## src/rtl/bios_mem_hex_dumper_pkg.sv

```systemverilog
// Shared BIOS/UART definitions: dumper FSM encoding, ASCII constants, word geometry.
// Latency: n/a (package only).
// Backpressure: n/a (package only).
package bios_mem_hex_dumper_pkg;

    // Hex dumper FSM states.
    typedef enum logic [2:0] {
        S_IDLE    = 3'd0,
        S_READ    = 3'd1,
        S_CAPTURE = 3'd2,
        S_EMIT    = 3'd3,
        S_NEWLINE = 3'd4,
        S_DONE    = 3'd5
    } dump_state_t;

    // ASCII characters used to build readmemh-compatible text.
    localparam logic [7:0] ASCII_ZERO = 8'h30;
    localparam logic [7:0] ASCII_LC_A = 8'h61;
    localparam logic [7:0] ASCII_LF   = 8'h0A;

    // BIOS memory word and UART character geometry.
    localparam int BIOS_WORD_WIDTH     = 32;
    localparam int HEX_DIGITS_PER_WORD = BIOS_WORD_WIDTH / 4;
    localparam int UART_DATA_BITS      = 8;

endpackage

```

## src/rtl/hex_nibble_to_ascii.sv

```systemverilog
// Converts one 4-bit nibble into its lowercase ASCII hex digit ('0'-'9', 'a'-'f').
// Latency: purely combinational, zero cycles.
// Backpressure: none; the output follows the input.
// Ports: nibble (in, 4b), ascii (out, 8b).
module hex_nibble_to_ascii
    import bios_mem_hex_dumper_pkg::*;
(
    input  logic [3:0] nibble,
    output logic [7:0] ascii
);

    always_comb begin
        if (nibble < 4'd10) begin
            ascii = ASCII_ZERO + {4'h0, nibble};
        end else begin
            ascii = ASCII_LC_A + {4'h0, nibble - 4'd10};
        end
    end

endmodule

```

## src/rtl/bios_mem_hex_dumper.sv

```systemverilog
// Dumps a range of BIOS memory words as readmemh text: 8 lowercase hex digits + LF per word.
// Latency: first byte valid 3 cycles after the start edge (READ, CAPTURE, EMIT).
// Backpressure: valid/ready byte stream; out_data/out_valid hold while out_ready is low.
// Ports: clk, rst (async active-low); start/start_addr/word_count request a dump;
//        mem_en/mem_addr/mem_dout form the 1-cycle-latency memory read port;
//        out_data/out_valid/out_ready carry ASCII bytes; busy and done report status.
module bios_mem_hex_dumper
    import bios_mem_hex_dumper_pkg::*;
#(
    parameter int ADDR_WIDTH = 12,
    parameter int DATA_WIDTH = 32
) (
    input  logic                  clk,
    input  logic                  rst,
    input  logic                  start,
    input  logic [ADDR_WIDTH-1:0] start_addr,
    input  logic [ADDR_WIDTH:0]   word_count,
    output logic                  mem_en,
    output logic [ADDR_WIDTH-1:0] mem_addr,
    input  logic [DATA_WIDTH-1:0] mem_dout,
    output logic [7:0]            out_data,
    output logic                  out_valid,
    input  logic                  out_ready,
    output logic                  busy,
    output logic                  done
);

    dump_state_t           state;
    dump_state_t           state_nxt;
    logic [ADDR_WIDTH-1:0] addr;
    logic [ADDR_WIDTH:0]   remaining;
    logic [DATA_WIDTH-1:0] shreg;
    logic [2:0]            nib_cnt;
    logic [7:0]            nib_ascii;

    // The most significant nibble of the shift register is always the next digit.
    hex_nibble_to_ascii u_hex (
        .nibble (shreg[DATA_WIDTH-1 -: 4]),
        .ascii  (nib_ascii)
    );

    // The address register doubles as the memory address; it only changes between reads.
    assign mem_addr = addr;

    always_ff @(posedge clk or negedge rst) begin
        if (!rst) begin
            state <= S_IDLE;
        end else begin
            state <= state_nxt;
        end
    end

    always_comb begin
        state_nxt = state;
        mem_en    = 1'b0;
        out_valid = 1'b0;
        out_data  = 8'h00;
        busy      = 1'b1;
        done      = 1'b0;
        unique case (state)
            S_IDLE: begin
                busy = 1'b0;
                if (start) begin
                    state_nxt = (word_count == '0) ? S_DONE : S_READ;
                end
            end
            S_READ: begin
                mem_en    = 1'b1;
                state_nxt = S_CAPTURE;
            end
            S_CAPTURE: begin
                state_nxt = S_EMIT;
            end
            S_EMIT: begin
                out_valid = 1'b1;
                out_data  = nib_ascii;
                if (out_ready && nib_cnt == 3'd7) begin
                    state_nxt = S_NEWLINE;
                end
            end
            S_NEWLINE: begin
                out_valid = 1'b1;
                out_data  = ASCII_LF;
                if (out_ready) begin
                    state_nxt = (remaining == (ADDR_WIDTH+1)'(1)) ? S_DONE : S_READ;
                end
            end
            S_DONE: begin
                done      = 1'b1;
                state_nxt = S_IDLE;
            end
            default: begin
                state_nxt = S_IDLE;
            end
        endcase
    end

    // Request parameters are captured only in IDLE, so a start while busy has no effect.
    always_ff @(posedge clk or negedge rst) begin
        if (!rst) begin
            addr      <= '0;
            remaining <= '0;
            shreg     <= '0;
            nib_cnt   <= '0;
        end else begin
            unique case (state)
                S_IDLE: begin
                    if (start) begin
                        addr      <= start_addr;
                        remaining <= word_count;
                    end
                end
                S_CAPTURE: begin
                    shreg   <= mem_dout;
                    nib_cnt <= '0;
                end
                S_EMIT: begin
                    if (out_ready) begin
                        shreg   <= shreg << 4;
                        nib_cnt <= nib_cnt + 3'd1;
                    end
                end
                S_NEWLINE: begin
                    if (out_ready) begin
                        remaining <= remaining - 1'b1;
                        addr      <= addr + 1'b1;   // wraps naturally at all-ones
                    end
                end
                default: begin
                end
            endcase
        end
    end

endmodule

```

## config.mk

```make
export PLATFORM = sky130hd
export DESIGN_NAME = bios_mem_hex_dumper
export DESIGN_NICKNAME = d
export VERILOG_FILES = /design/src/rtl/bios_mem_hex_dumper_pkg.sv /design/src/rtl/hex_nibble_to_ascii.sv /design/src/rtl/bios_mem_hex_dumper.sv
export SDC_FILE = /design/constraint.sdc
export NUM_CORES = 1
export LEC_CHECK = 0
export ABC_AREA = 1
export ABC_CLOCK_PERIOD_IN_PS = 3200
export BUFFER_PORTS_ARGS = -buffer_cell sky130_fd_sc_hd__buf_2
export CORE_ASPECT_RATIO = 1.1
export CORE_MARGIN = 3
export CORE_UTILIZATION = 44
export CTS_CLUSTER_SIZE = 28
export DETAILED_ROUTE_END_ITERATION = 8
export PLACE_DENSITY_LB_ADDON = 0.3
export SLEW_MARGIN = 20
export SYNTH_ARGS = -nofsm -noshare
export SYNTH_HDL_FRONTEND = slang
export SYNTH_SLANG_ARGS = --single-unit
```

## constraint.sdc

```tcl
create_clock -name clk -period 3.2 [get_ports clk]
set_input_delay 0.16 -clock clk [delete_from_list [all_inputs] [get_ports clk]]
set_output_delay 0.16 -clock clk [all_outputs]
set_load 0.1 [all_outputs]
```

==> results of run 1 <==
worst reg2reg max path, delay by kind of cell, from the launching register on:
family,cells,cell delay [ns]
buffers and inverters,3,0.86
and+or+nand+nor,3,0.79
DFF,1,0.51
AOI/OAI and AO/OA,2,0.29
layout by cell type, fill, tap and decap left out, types with 2 or more instances in the layout:
cell and count:
a21oi_1 5, o21ai_0 55, buf_4 5, clkbuf_8 9, inv_2 2, a31oi_1 2
o221ai_1 4, nand3b_1 2, inv_1 44, o211ai_1 3, clkinv_2 5, nand4_1 5
nor3_1 2, clkbuf_1 2, o22ai_1 3, nor2_1 86, or2_2 4, nand2_1 138
nand3_1 42, xor2_1 4, dfrtp_1 63, ha_1 8, buf_2 83, o21ai_1 19
power by group:
| group | total (mW) | switching (mW) | internal [mW] |
|---|---|---|---|
| registers | 1.53 | 0.334 | 1.19 |
| clock network | 0.582 | 0.306 | 0.275 |
| logic | 2.87 | 2.18 | 0.688 |
| total | 4.97 | 2.82 | 2.16 |
logic make-up after synthesis:
| family | share of synthesized area [%] |
|---|---|
| AOI/OAI and AO/OA | 13.7 |
| xor gates and xnor gates | 0.950 |
| adders and majority gates | 2.71 |
| buffers and inverters | 8.18 |
| DFF | 42.7 |
| other | 0.102 |
| and+or+nand+nor | 31.6 |
registers in the layout (all words and copies together), names as in the netlist:
register and flops:
shreg 32, remaining 13, mem_addr 12, nib_cnt 3, state 3
area by class of cell:
class	count	area, sq um
Inverter	47	179
Clock inverter	5	25.0
Tap cell	108	135
Timing Repair Buffer	88	453
Clock buffer	11	131
Fill cell	784	3730
Sequential cell	63	1580
Multi-Input combinational cell	390	1810
final timing paths:
check	from	to	slack [ns]
setup / recovery	state[2]	out_data[5]	0.47
hold / removal	rst	mem_addr[10]	0.002
setup reg to reg	state[2]	shreg[9]	0.68
hold reg to reg	shreg[27]	shreg[27]	0.49
max in group asynchronous	rst	shreg[12]	2.65
min in group clk	mem_dout[0]	shreg[0]	0.08
metrics by stage:
| stage | setup WS (ns) | hold WS, ns | cell area [sq um] | cells |
|---|---|---|---|---|
| floorplan | 0.155 | -0.136 | 3690 | 523 |
| global placement | 0.832 | 0.391 | 4160 | 696 |
| detailed placement | 0.713 | 0.389 | 4160 | 696 |
| CTS | 0.469 | 0.0355 | 4310 | 712 |
| global route | 0.252 | 0.0670 | 4310 | 712 |
| finish | 0.469 | 0.00161 | 4310 | 712 |
per-layer routing:
| layer | global-route usage, % | part of all wire, % |
|---|---|---|
| met5 | 0 | 0 |
| met4 | 7.55 | 2.0 |
| met3 | 3.76 | 5.6 |
| met2 | 34.0 | 49 |
| met1 | 25.0 | 43 |
==> results.md, run 1 <==
* Critical setup path kind: flip-flop to output pin
* Total core area at 8040 sq um
* Row cnt at 34
* IO Count at 85
* Layout Nets at roughly 670
* Cell taking the most area after synthesis: dfrtp_1
* # port buffers at 83
* Synth top cells by count: 138 x nand2_1, 86 x nor2_1, 63 x dfrtp_1, 55 x o21ai_0, 44 x inv_1
* DRT Pass-1 Iters at 4
* Largest net degree at the start of global routing at 64
* Final Skew at around 0.011 ns
* Clock sink total at 63
* Clock slew at reported path FFs at roughly 0.07 ns
* Ys async rst share at between 90% and 100%
* Peak per-stage delay on the critical path at ~0.51 ns
* LEAKAGE at 2.22 nW
* # hold bufs at CTS at 0
* Residual DRC at 0
* Synth Instances at 523
* Seq/Total Area, Yosys at 42.7%
* Core Util, Final at 53.7%
* Yosys top cell area share at between 40 and 50%
* CP max-delay cell: dfrtp_1
* Antenna violations before repair at 0
* Die height at around 100 microns
* Post-synth EDFFs at 0
* Vias per cell at 5.06
* Routed WL at approximately 9000 microns
* Power Dens Cells at approximately 1200 nW/um^2
* H-tree levels at 3
* Num CTS Buffers at 9
* Post-DP HPWL at 6520 microns
* Critical Path RT at 3.04 ns
* CTS root buf: clkbuf_8
* Hold Violations, Final at 0
* Main area contributors after synthesis: dfrtp_1 43%, nand2_1 14%, nor2_1 8.8%, o21ai_0 7.5%, nand3_1 5.7%
* Mapped Nets at 592
* CTS resizes at 0
* Number of global-route vias before repair at between 3000 and 4000
* Final worst-path cycle share at 85.4%
* Ys flop type: dfrtp_1
* CTS max path bufs at 2
* Setup TNS at 0 ns
* Syn_area_per_cell at 7.05 sq um
* Delay-heaviest family, CP: buffers and inverters
* Synth warnings at 0
* Routed Antenna Nets at 0
* Post-synthesis cell type count at 32
* Share of cells above drive strength 1 at between 10% and 20%
* P&R area growth vs syn at 17.0%
* WP buf/inv at 4
* Total number of vias at 3606
* GP Congestion at 0.848
* Max Fanout on Critical Path at 24
* Grt ovf at 0
* Slew @ Worst Pin at around 0.8 ns
* HP Class: primary input to async pin
* Relative slew slack at a little under half
* WL per Instance at 12.8 microns
* Reg2reg path depth at 8
* CP Capture Type: output pin
* Yosys reg bits at 63
* Worst-Skew Late Latency at approximately 0.33 ns
* CTS tree: yes
* Outcome: completed
* Total Power at roughly 5 mW
* Final setup viols at 0
* Max Cap Violations at 0
* Synthesized area at 3690 sq um
* DRT iter0 DRCs at approximately 190
* Initial Utilization at 45.9%
* Most common cell in the netlist: nand2_1
* Fin. max-slew vios at 0
* Die width at roughly 93 microns
* RSZ-0062 raised after global routing: no
* Startpoint types: flip-flop
* Critical path depth at 5
* GRT Total Usage at approximately a fifth
* Worst VDD drop at around 0.52 mV
* First-pass GRT wire length at roughly 15000 microns
* Min Tclk post-route at roughly 2.7 ns
* Setup Fix Bufs, Post-CTS at 0
* DIE AREA at ~9500 sq um
* # diodes at 0
* F_max at ~370 MHz
* Cell chain of the critical path: inv_1 > nand3_2 > inv_2 > buf_4 > buf_2
* Crit path DAT at between 2 and 3 ns
Note: power is estimated with default switching activity, not from simulation.
==> run 2, diff against run 1 <==
- CORE_ASPECT_RATIO: 1.1 -> 0.6
- PLACE_DENSITY: default -> 0.67
- PLACE_DENSITY_LB_ADDON: 0.3 -> default
==> run 2 against run 1 <==
Compared with the run above: combinational power up 1%; worst setup slack improved by 0.25 ns; clock skew fell by 0.0073 ns; core utilization rose by 2.7 points; register-to-register slack better by 0.12 ns; global-route usage increased by 1.1 points; non-clock buffer count up 3; sequential power is essentially flat; worst hold slack better by 0.062 ns; clock power is 87% higher; first-iteration DRC count increased by 110%; clock-buffer cell count stayed put; critical path type unchanged; critical endpoint is now out_data[0]; largest power group unchanged.
==> results.md, run 2 (synthesized netlist as in run 1, its figures left out) <==
* Outcome: completed
* Design Area, Final at 4520 sq um (+4.7%)
* IO Count at 85 (unchanged)
* Hold Violations, Final at 0 (unchanged)
* Final worst-path cycle share at 77.7% (-7.7 points)
* Routed WL at 9750 microns (+6.6%)
* Most frequent cells in the layout: 138 x nand2_1, 86 x nor2_1, 83 x buf_2
* Row cnt at 25 (-26%)
* Clock sink total at 63 (unchanged)
* Critical Path RT at 3.04 ns (about the same)
* Clock slew at reported path FFs at 0.05 ns (-0.02 ns)
* Share of cells above drive strength 1 at 19.4% (+0.57 points)
* # diodes at 0 (unchanged)
* Max Cap Violations at 0 (unchanged)
* Fin. max-slew vios at 0 (unchanged)
* Max FFs per register at 32 (unchanged)
* H-tree levels at 3 (unchanged)
* Setup Fix Bufs, Post-CTS at 0 (unchanged)
* Peak per-stage delay on the critical path at 0.50 ns (about the same)
* CTS tree: yes
* Largest net degree at the start of global routing at 37 (-42%)
* Crit path DAT at 2.33 ns (-0.24 ns)
* Total core area at 8010 sq um (-0.40%)
* RSZ-0062 raised after global routing: no
* Cell chain of the critical path: inv_1 > nand3_2 > inv_2 > buf_4 > o21ai_0 > a21oi_2 > buf_2
* Number of global-route vias before repair at 3376 (-2.1%)
* GP Congestion at 0.918 (+8.3%)
* CP max-delay cell: dfrtp_1
* Critical setup path kind: flip-flop to output pin
* Die height at 76.9 microns (-25%)
* Relative slew slack at 59.7% (+14 points)
* DRT iter0 DRCs at 394 (+110%)
* CTS root buf: clkbuf_16
* Placed Area at 4170 sq um (+0.36%)
* DIE AREA at 9550 sq um (+0.36%)
* Post-DP HPWL at 6990 microns (+7.3%)
* Most flops, register: shreg
* Die width at 124 microns (+33%)
* LEAKAGE at 2.31 nW (+3.8%)
* # port buffers at 83 (unchanged)
* GRT Total Usage at 21.0% (+1.1 points)
* WL per Instance at 13.6 microns (+6.2%)
* Delay-heaviest family, CP: buffers and inverters
* Final Skew at 0.00414 ns (-0.00727 ns)
* F_max at 402 MHz (+9.9%)
* Min Tclk post-route at 2.49 ns (-0.245 ns)
* Commonest non-fill, non-tap cell in the layout: nand2_1
* Layout Nets at 671 (+0.45%)
* Max Fanout on Critical Path at 30 (+25%)
* First-pass GRT wire length at 16300 microns (+6.6%)
* Worst VDD drop at 0.502 mV (-4.3%)
* HP Class: primary input to flip-flop
* P&R area growth vs syn at 22.4%
* DRT Pass-1 Iters at 5 (+1)
* Worst-Skew Late Latency at 0.33 ns (about the same)
* Total number of vias at 3685 (+2.2%)
* Initial Utilization at 46.1% (+0.19 points)
* Antenna violations before repair at 0 (unchanged)
* Num CTS Buffers at 9 (unchanged)
* CP Capture Type: output pin
* Startpoint types: flip-flop
* Setup TNS at 0 ns (unchanged)
* Routed Antenna Nets at 0 (unchanged)
* Vias per cell at 5.15 (+1.8%)
* Final setup viols at 0 (unchanged)
* Residual DRC at 0 (unchanged)
* Slew @ Worst Pin at 0.605 ns (-0.213 ns)
* WP buf/inv at 4 (unchanged)
* Power Dens Cells at 1230 nW/um^2 (+6.4%)
* Grt ovf at 0 (unchanged)
* CTS max path bufs at 2 (unchanged)
## run 2: final timing paths
path                                   from          end  slack [ns]  cells past startpoint
max in group asynchronous               rst     shreg[6]        2.07                      3
worst max-delay path               state[2]  out_data[0]        0.71                      7
worst min register to register   nib_cnt[2]   nib_cnt[2]        0.49                      2
min in group asynchronous               rst  mem_addr[3]        0.37                      2
worst max register to register     state[2]     shreg[7]        0.80                      8
worst min-delay path            mem_dout[0]     shreg[0]        0.06                      3
## run 2: through the flow
step	hold WS, ns	setup slack, ns	instances	util, %	power [mW]
detailed placement	0.209	0.829	698	52.1	4.43
floorplan	-0.136	0.155	523	-	3.87
finish	0.0639	0.714	715	56.4	5.54
global placement	0.206	1.00	698	52.1	4.35
CTS	0.0563	0.721	715	56.4	5.54
global route	0.0611	0.490	715	56.4	5.94
## run 2: layout make-up
class	count	area [sq um]
fill	776	3490
clock inverter	5	80.1
tap	108	135
timing repair buffer	91	478
multi-input combinational	390	1810
clock buffer	11	253
sequential	63	1580
inverter	47	179
## run 2: report_power, final
| part | leakage, nW | internal, mW | switching [mW] |
|---|---|---|---|
| sequential | 0.772 | 1.20 | 0.342 |
| clock | 0.158 | 0.722 | 0.365 |
| combinational | 1.38 | 0.692 | 2.22 |
## run 2: layer usage
| layer | share of wire, % | GRT usage (%) | vias up |
|---|---|---|---|
| li1 | - | - | 1852 |
| met5 | 0 | 0 | - |
| met3 | 7.5 | 8.56 | 8 |
| met2 | 40 | 28.2 | 126 |
| met4 | 0.90 | 4.60 | 0 |
| met1 | 52 | 31.4 | 1699 |
## run 2: tightest hold or removal path, cell delays in order
cell,delay [ns]
buf_2,0.07
nand3_1,0.06
o21ai_0,0.07
## run 2: repair_timing
action / 4_1_cts / 5_1_grt
endpoints found under the hold margin: 24 / 0
setup endpoints to repair: 0 / 0
hold buffers: 1 / 0
gates resized for setup: 0 / 0
==> run 3, diff against run 2 <==
- ABC_CLOCK_PERIOD_IN_PS: 3200 -> 2400
- clock period: 3.2 -> 2.4 ns (I/O delays scaled with it)
==> run 3 against run 2 <==
Compared with the run above: the run now ends with negative hold slack left; die area unchanged; worst hold slack got worse by 0.10 ns; cell area increased by 3.5%; non-clock buffer count unchanged; core utilization increased by 2.0 points; clock skew increased by 0.00057 ns; clock-buffer cell count decreased by 1; combinational power increased by 42%; first-iteration DRC count increased by 2.8%; wire length increased by 0.45%; largest cell class unchanged.
==> results.md, run 3 (synthesized netlist as in run 1, its figures left out) <==
* Residual DRC at 0 (unchanged)
* Routed WL at 9800 microns (+0.45%)
* WL per Instance at 13.7 microns (+0.45%)
* Share of cells above drive strength 1 at 20.3% (+0.82 points)
* Design Area, Final at 4680 sq um (+3.5%)
* Relative slew slack at 45.1% (-15 points)
* Failing checks: negative hold slack
* GP Congestion at 0.882 (-4.0%)
* P&R area growth vs syn at 26.8%
* # hold bufs at CTS at 0 (-1)
* Clock power share at 19.6% (about the same)
* Die height at 76.9 microns (unchanged)
* Delay-heaviest family, CP: buffers and inverters
* LEAKAGE at 2.35 nW (+2.0%)
* CP most frequent cell: inv_2
* Worst hold margin at -0.0409 ns (-0.105 ns)
* Placed Area at 4330 sq um (+3.7%)
* Total Power at 7.69 mW (+39%)
* HP Class: primary input to async pin
* Most flops, register: shreg
* Critical Path RT at 2.28 ns (-0.76 ns)
* CP Capture Type: output pin
* Number of global-route vias before repair at 3402 (+0.77%)
* Fin. max-slew vios at 0 (unchanged)
* First-pass GRT wire length at 16800 microns (+3.0%)
* Sw Pwr at 3.91 mW (+34%)
* Outcome: complete, but fails checks
* Seq pwr share at 26.7% (-1.1 points)
* Final Skew at 0.00471 ns (+0.000568 ns)
* F_max at about 450 MHz
* # port buffers at 83 (unchanged)
* CP max-delay cell: dfrtp_1
* Int Power at 3.78 mW (+45%)
* CTS root buf: clkbuf_16
* Max Cap Violations at 0 (unchanged)
* Clock slew at reported path FFs at 0.05 ns (about the same)
* Num CTS Buffers at 9 (unchanged)
* Max FFs per register at 32 (unchanged)
* Min Tclk post-route at roughly 2.2 ns
* Combinational share of power at 53.7% (+1.1 points)
* Hold Violations, Final at 44 (+44)
* Post-DP HPWL at 6920 microns (-1.0%)
* DRT Pass-1 Iters at 5 (unchanged)
* Total number of vias at 3688 (+0.081%)
* Startpoint types: flip-flop
* Clock sink total at 63 (unchanged)
* CTS max path bufs at 2 (unchanged)
* Most frequent cells in the layout: 138 x nand2_1, 86 x nor2_1, 75 x buf_2
* Cell chain of the critical path: inv_2 > nand3_2 > inv_2 > buf_4 > o21ai_0 > a21oi_2 > buf_12
* WP buf/inv at 4 (unchanged)
* Power Dens Cells at 1650 nW/um^2 (+34%)
* Die width at 124 microns (unchanged)
* DIE AREA at 9550 sq um (unchanged)
* Layout Nets at 671 (unchanged)
* Peak per-stage delay on the critical path at 0.52 ns (+0.02 ns)
* Placed Cells at 699 (+0.14%)
* Critical setup path kind: flip-flop to output pin
* Antenna violations before repair at 0 (unchanged)
* Grt ovf at 0 (unchanged)
* Sw frac at 50.9% (-2.0 points)
* Worst-Skew Late Latency at 0.33 ns (about the same)
* DRT iter0 DRCs at 405 (+2.8%)
* Final setup viols at 0 (unchanged)
* # diodes at 0 (unchanged)
* Max Fanout on Critical Path at 30 (unchanged)
* Worst VDD drop at 0.842 mV (+68%)
* Vias per cell at 5.16 (about the same)
* Largest net degree at the start of global routing at 64 (+73%)
* Total core area at 8010 sq um (unchanged)
* RSZ-0062 raised after global routing: no
* IO Count at 85 (unchanged)
* CTS tree: yes
* Initial Utilization at 46.1% (unchanged)
* Slew @ Worst Pin at 0.823 ns (+0.218 ns)
* H-tree levels at 3 (unchanged)
* Commonest non-fill, non-tap cell in the layout: nand2_1
* GRT Total Usage at 21.4% (+0.34 points)
* Fin cells at 715 (unchanged)
* Final worst-path cycle share at a little over 90%
* Crit path DAT at 2.10 ns (-0.23 ns)
* Row cnt at 25 (unchanged)
* Routed Antenna Nets at 0 (unchanged)
## run 3: cell type report
type,instances,area (sq um)
clock buffers,10,239
clock inverters,6,108
fillers,754,3330
inverters,47,179
multi-input cells,390,1830
flip-flops and latches,63,1580
well taps,108,135
repair buffers,91,608
## run 3: final timing paths
kind                        startpoint      endpoint  slack (ns)  depth (start not counted)
max                           state[2]   out_data[0]        0.18                          7
min                                rst  mem_addr[10]       -0.04                          2
max reg2reg                   state[2]      shreg[5]        0.40                          8
min reg2reg                  shreg[10]     shreg[10]        0.49                          2
max in group asynchronous          rst     shreg[13]        1.89                          2
min in group clk           mem_dout[2]      shreg[2]        0.04                          3
## run 3: per-layer routing
metal / up-vias / global-route usage [%] / share of wire (%)
met1: 1710 / 32.0 / 51
li1: 1851 / - / -
met2: 114 / 30.4 / 42
met3: 13 / 6.12 / 6.0
met5: - / 0 / 0
met4: 0 / 4.81 / 1.0
## run 3: what timing repair did
| item | in CTS | in global routing |
|---|---|---|
| setup buffers | 0 | 0 |
| gates resized for setup | 0 | 1 |
| setup endpoints to repair | 0 | 2 |
## run 3: power by group through the flow
stage          Combinational [mW]  Clock (mW)  Sequential, mW
6_report                     4.13        1.51            2.05
2_1_floorplan                2.56           0            2.62
5_1_grt                      4.56        1.59            2.13
4_1_cts                      4.16        1.53            2.04
3_5_place_dp                 4.13           0            2.05
3_3_place_gp                 4.04           0            2.04
## run 3: per-stage QoR
step / hold slack [ns] / TNS (ns) / setup slack (ns) / util [%]
6_report: -0.0409 / 0 / 0.179 / 58.4
5_1_grt: 0.0492 / 0 / 0.0321 / 58.4
4_1_cts: 0.00654 / 0 / 0.0739 / 58.4
3_5_place_dp: 0.354 / 0 / 0.371 / 54.1
3_3_place_gp: 0.360 / 0 / 0.464 / 54.1
2_1_floorplan: -0.176 / -0.367 / -0.367 / -
## run 3: worst reg2reg max path, cell delays in order, from the launching register on
cell and delay (ns):
dfrtp_1 0.58, inv_2 0.17, nand3_2 0.14, inv_2 0.04, nand2_1 0.17, nand2_2 0.16
inv_2 0.39, nand2_1 0.14, o221ai_1 0.11
